`config.mk`:
```
export PLATFORM = sky130hd
export DESIGN_NAME = uart_rx
export DESIGN_NICKNAME = d
export VERILOG_FILES = /design/src/rtl/uart_pkg.sv /design/src/rtl/uart_rx_fifo.sv /design/src/rtl/uart_rx.sv
export SDC_FILE = /design/constraint.sdc
export NUM_CORES = 1
export LEC_CHECK = 0
export ABC_CLOCK_PERIOD_IN_PS = 2900
export CORE_MARGIN = 4
export CORE_UTILIZATION = 40
export DETAILED_ROUTE_END_ITERATION = 16
export HOLD_SLACK_MARGIN = 0.05
export PLACE_DENSITY = 0.68
export SKIP_LAST_GASP = 1
export SLEW_MARGIN = 20
export SYNTH_ARGS = -nofsm -noshare
export SYNTH_HDL_FRONTEND = slang
export SYNTH_SLANG_ARGS = --single-unit
```
`constraint.sdc`:
```
create_clock -name clk -period 2.9 [get_ports clk]
set_input_delay 0.87 -clock clk [delete_from_list [all_inputs] [get_ports clk]]
set_output_delay 0.87 -clock clk [all_outputs]
set_load 0.05 [all_outputs]
```
`src/rtl/uart_pkg.sv`:
```
// uart_pkg: shared UART receiver state encoding and frame constants.
package uart_pkg;
    typedef enum logic [2:0] {IDLE, START, DATA, PARITY, STOP} uart_rx_state_e;
    localparam int UART_OVERSAMPLE = 16;
    localparam int UART_DATA_BITS  = 8;
endpackage

```
`src/rtl/uart_rx_fifo.sv`:
```
// uart_rx_fifo: first-word-fall-through FIFO; head is visible on dout, 0 when empty.
module uart_rx_fifo #(
    parameter int DEPTH = 4,
    parameter int W     = 8
) (
    input  logic         clk,
    input  logic         reset,
    input  logic         push,
    input  logic [W-1:0] din,
    input  logic         pop,
    output logic [W-1:0] dout,
    output logic         full,
    output logic         empty
);
    localparam int AW = $clog2(DEPTH);

    logic [W-1:0] mem [DEPTH];
    logic [AW:0]  wp, rp;
    logic         do_wr, do_rd;

    assign empty = wp == rp;
    assign full  = (wp[AW] != rp[AW]) && (wp[AW-1:0] == rp[AW-1:0]);
    assign do_rd = pop & ~empty;
    // a pop frees the slot being written, so push-while-full succeeds alongside a pop
    assign do_wr = push & (~full | do_rd);
    assign dout  = empty ? '0 : mem[rp[AW-1:0]];

    always_ff @(posedge clk or negedge reset) begin
        if (!reset) begin
            wp <= '0;
            rp <= '0;
        end else begin
            if (do_wr) wp <= wp + 1'b1;
            if (do_rd) rp <= rp + 1'b1;
        end
    end

    always_ff @(posedge clk) begin
        if (do_wr) mem[wp[AW-1:0]] <= din;
    end
endmodule

```
`src/rtl/uart_rx.sv`:
```
// uart_rx: oversampling UART receiver (8 data bits, optional parity, 1 stop) with
// FWFT receive FIFO and sticky error flags.
module uart_rx
    import uart_pkg::*;
#(
    parameter int OVERSAMPLE = UART_OVERSAMPLE,
    parameter int DIV_W      = 16,
    parameter int FIFO_DEPTH = 4
) (
    input  logic             clk,
    input  logic             reset,
    input  logic             rx,
    input  logic [DIV_W-1:0] baud_div,
    input  logic             parity_en,
    input  logic             parity_odd,
    input  logic             rd_en,
    input  logic             clr_err,
    output logic [7:0]       rd_data,
    output logic             rd_valid,
    output logic             busy,
    output logic             frame_err,
    output logic             parity_err,
    output logic             overrun
);
    localparam int SC_W = $clog2(OVERSAMPLE);
    localparam logic [SC_W-1:0] MID  = SC_W'(OVERSAMPLE / 2 - 1);
    localparam logic [SC_W-1:0] LAST = SC_W'(OVERSAMPLE - 1);
    localparam logic [2:0] LAST_BIT  = 3'(UART_DATA_BITS - 1);

    uart_rx_state_e   state, state_nx;
    logic             rx_m, rx_s, rx_d;
    logic [DIV_W-1:0] cnt;
    logic [SC_W-1:0]  sc;
    logic [2:0]       bc;
    logic [7:0]       shreg;
    logic             par_en_q, par_odd_q, par_bad;
    logic             fall, tick, mid_tick, bit_tick, stop_done;
    logic             push, pop, full, empty;

    assign fall      = rx_d & ~rx_s;
    assign tick      = cnt == '0;
    assign mid_tick  = tick && sc == MID;
    assign bit_tick  = tick && sc == LAST;
    assign stop_done = state == STOP && bit_tick;
    assign push      = stop_done & rx_s & ~par_bad;
    assign pop       = rd_en & rd_valid;
    assign rd_valid  = ~empty;
    assign busy      = state != IDLE;

    always_ff @(posedge clk or negedge reset) begin
        if (!reset) state <= IDLE;
        else        state <= state_nx;
    end

    always_comb begin
        state_nx = state;
        case (state)
            IDLE:    state_nx = fall ? START : IDLE;
            START:   state_nx = mid_tick ? (rx_s ? IDLE : DATA) : START;
            DATA:    state_nx = (bit_tick && bc == LAST_BIT) ? (par_en_q ? PARITY : STOP) : DATA;
            PARITY:  state_nx = bit_tick ? STOP : PARITY;
            STOP:    state_nx = bit_tick ? IDLE : STOP;
            default: state_nx = IDLE;
        endcase
    end

    always_ff @(posedge clk or negedge reset) begin
        if (!reset) begin
            rx_m       <= 1'b1;
            rx_s       <= 1'b1;
            rx_d       <= 1'b1;
            cnt        <= '0;
            sc         <= '0;
            bc         <= '0;
            shreg      <= '0;
            par_en_q   <= 1'b0;
            par_odd_q  <= 1'b0;
            par_bad    <= 1'b0;
            frame_err  <= 1'b0;
            parity_err <= 1'b0;
            overrun    <= 1'b0;
        end else begin
            rx_m <= rx;
            rx_s <= rx_m;
            rx_d <= rx_s;
            // reloading on the start edge aligns sample phase to the frame
            cnt  <= ((state == IDLE && fall) || tick) ? baud_div : cnt - 1'b1;
            if (state == IDLE)
                sc <= '0;
            else if (tick)
                sc <= (state == START && sc == MID) ? '0 : sc + 1'b1;
            if (state == START && mid_tick) begin
                bc        <= '0;
                par_en_q  <= parity_en;
                par_odd_q <= parity_odd;
                par_bad   <= 1'b0;
            end
            if (state == DATA && bit_tick) begin
                shreg <= {rx_s, shreg[7:1]};
                bc    <= bc + 1'b1;
            end
            if (state == PARITY && bit_tick)
                par_bad <= rx_s != (^shreg ^ par_odd_q);
            frame_err  <= (stop_done & ~rx_s) | (frame_err & ~clr_err);
            parity_err <= (stop_done & rx_s & par_bad) | (parity_err & ~clr_err);
            overrun    <= (push & full & ~pop) | (overrun & ~clr_err);
        end
    end

    uart_rx_fifo #(.DEPTH(FIFO_DEPTH), .W(8)) u_fifo (
        .clk   (clk),
        .reset (reset),
        .push  (push),
        .din   (shreg),
        .pop   (pop),
        .dout  (rd_data),
        .full  (full),
        .empty (empty)
    );
endmodule

```
==> out/results.ini <==
[drt]
drc=0
routed_wl_um=7130
drt-vias-per-instance=5.13
route.top_layer_used=met4
wl_per_cell_um=14.7
met1_length_um=3390
met2_length_um=3390
met3_length_um=256
dr.pass1.iters=4
initialDrtViolationCount=125
ant_nets=0
vias=2491

[sta]
tightest_slew_ps=671
finalSetupViolCount=0
finalCritPeriodShare=0.948
slew_headroom=0.550
max_freq_mhz=364
rsz0062_at_grt=false
hold_viol=0
slew_violations=0
final.setup_skew_ps=11.5
fin_crit_ps=2750

[hold_path]
hold_end=rx_s$_DFF_PN1_
hp-start=rx_m$_DFF_PN1_
hp-class=reg -> reg
holdPathStages=0

[synth]
post_synth_xor_area_fraction=0.0632
syn_nets=333
yosysUniqueCellTypes=54
syn_area_per_cell_um2=13.2
synth_seq_area_share=0.553
yosys_warnings=0
ys_seq_elements=81
netlist_area_um2=3960
synth_fa_ha_area_frac=0.0284
synthSimpleGateAreaFrac=0.150
synth_edf_count=32
ys.flop_type=dfrtp_1
async_reset_ff_frac=0.605
muxShareOfSynthArea=0.121
synth_compound_area_frac=0.0528
syn_inst=301
synth_top_family_by_area=simple AND/OR/NAND/NOR gates

[global_route]
grt_usage=0.137
grt_pass1_vias=2543
grt_overflow=0
grt_max_degree=28
antenna_found_initial=0
grt_pass1_wl_um=12400

[worst_setup_path]
crit_required_ps=2030
end_kind=output port
r2r_slack_ps=390
rr_startpoint=cnt[12]$_DFF_PN0_
rr_endpoint=u_fifo.mem[0][3]$_DFFE_PP_
critical_path_class=reg -> out
worstSetupStartpointType=flop
arrival_ps=1880
reg2reg_depth=4
critPathMaxFanout=8

[power_and_ir_drop]
power_uw=3030
p_leak_uw=0.00191
powerDensity_nw_per_um2=643
vdd_drop_max_v=0.000400

[die]
chipWidth_um=107
die_y_um=107
core_area_um2=9680
ios=36
core.rowCount=36
design.die.area_um2=11600
initial_core_util=0.409

[layout]
layout-drive-gt1-share=0.198
area_delta_synth_final_pct=19.1
final_common_cell=dfrtp_1
fin_util=0.487
diodes=0
nNetsFinal=380
most-common-layout-cells=45 x dfrtp_1, 32 x edfxtp_1, 25 x clkdlybuf4s50_1

[clock_tree]
cts_num_sinks=81
cts_buffers=9
cts_setup_buffers=0
cts_buffer_depth=2
clock-root-buffer=clkbuf_8
insertion_delay_ps=360
cts_tree=done
htree_levels=3
clk_pin_slew_ps=90

[placed_design]
io_buffers=35
place_congestion=0.803
hpwlAfterDp_um=5140

[run_status]
status=completed

[job]
drv_cap=0

## state kept, by name, summed over array words and instances, names as in the netlist, 3 cells and up
| name | count |
|---|---|
| u_fifo.mem | 32 |
| u_fifo.rp | 3 |
| cnt | 16 |
| shreg | 8 |
| state | 3 |
| u_fifo.wp | 3 |
| bc | 3 |
| sc | 4 |
## layer usage
metal | vias up | track usage
li1 | 1196 | -
met1 | 1239 | 0.188
met2 | 48 | 0.211
met3 | 8 | 0.0390
met4 | 0 | 0.0433
met5 | - | 0
## power by group
group / switching, uW / internal (uW)
Sequential: 218 / 1320
Clock: 487 / 346
Combinational: 304 / 353
## timing repair
action                                  in CTS  in global routing
endpoints found under the setup margin       8                 20
resized for setup                            1                  3
hold endpoints to repair                     0                  0
hold buffers                                 0                  0
## final cells by class
cell class	count	area (um^2)
fillers	856	4970
flip-flops and latches	81	2190
multi-input cells	192	1660
repair buffers	46	418
well taps	133	166
clock buffers	9	124
clock inverters	7	81.3
inverters	18	67.6
## cell usage after synthesis, types with 2 or more instances
library cell / count / share of area
a21oi_1: 12 / 0.015
a31oi_1: 2 / 0.0032
and2_1: 2 / 0.0032
buf_2: 6 / 0.0076
clkbuf_1: 2 / 0.0019
dfrtp_1: 46 / 0.29
dfstp_2: 3 / 0.020
edfxtp_1: 32 / 0.24
ha_1: 9 / 0.028
inv_1: 18 / 0.017
mux2_1: 18 / 0.051
mux2_2: 4 / 0.011
mux2i_1: 5 / 0.013
mux4_2: 8 / 0.046
nand2_1: 8 / 0.0076
nand2b_1: 2 / 0.0032
nand3_1: 10 / 0.013
nand4_1: 4 / 0.0063
nor2_1: 13 / 0.012
nor2b_1: 11 / 0.017
nor3_1: 6 / 0.0076
nor4_1: 2 / 0.0032
nor4_2: 4 / 0.013
nor4_4: 2 / 0.011
o21ai_0: 6 / 0.0076
o21ai_1: 3 / 0.0038
o22ai_1: 3 / 0.0047
o31ai_1: 3 / 0.0057
o41ai_1: 2 / 0.0044
or3_1: 5 / 0.0079
or3_4: 2 / 0.0057
or4_1: 2 / 0.0038
xnor2_1: 23 / 0.051
xor2_1: 3 / 0.0066
## kinds of logic (layout without fill, tap and decap cells)
family | after synthesis | after routing
and+or+nand+nor | 86 | 86
DFF | 81 | 81
AOI/OAI and AO/OA | 35 | 35
muxes | 35 | 35
buffers and inverters | 28 | 80
xor gates and xnor gates | 27 | 27
adders and majority gates | 9 | 9
## metrics by stage
stage	setup TNS [ps]	instance area [um^2]	setup WS [ps]	std cells	hold WS [ps]
2_1_floorplan	0	3960	135	301	345
3_3_place_gp	-171	4490	-21.7	470	347
3_5_place_dp	-1920	4490	-131	470	347
4_1_cts	-0.0218	4700	-0.0218	486	359
5_1_grt	0	4710	7.28	486	363
6_report	0	4710	152	486	359
## critical path, cell delays in order, from the launching register on
cell and delay (ps):
dfrtp_1 440, buf_4 230, mux4_2 510, nor2b_1 150, buf_4 180
## how the worst max path moves through the flow
stage | start | end | cells after the start
final | u_fifo.rp[0]$_DFFE_PN0P_ | rd_data[5] | 4
after global routing | u_fifo.rp[1]$_DFFE_PN0P_ | rd_data[6] | 5
after detailed placement | rd_en | u_fifo.mem[0][6]$_DFFE_PP_ | 4
after global placement | rd_en | u_fifo.mem[0][6]$_DFFE_PP_ | 4
after floorplan | u_fifo.rp[0]$_DFFE_PN0P_ | rd_data[0] | 5
after CTS | cnt[12]$_DFF_PN0_ | u_fifo.mem[1][3]$_DFFE_PP_ | 4
No activity file was read; power rests on OpenSTA's default activity.
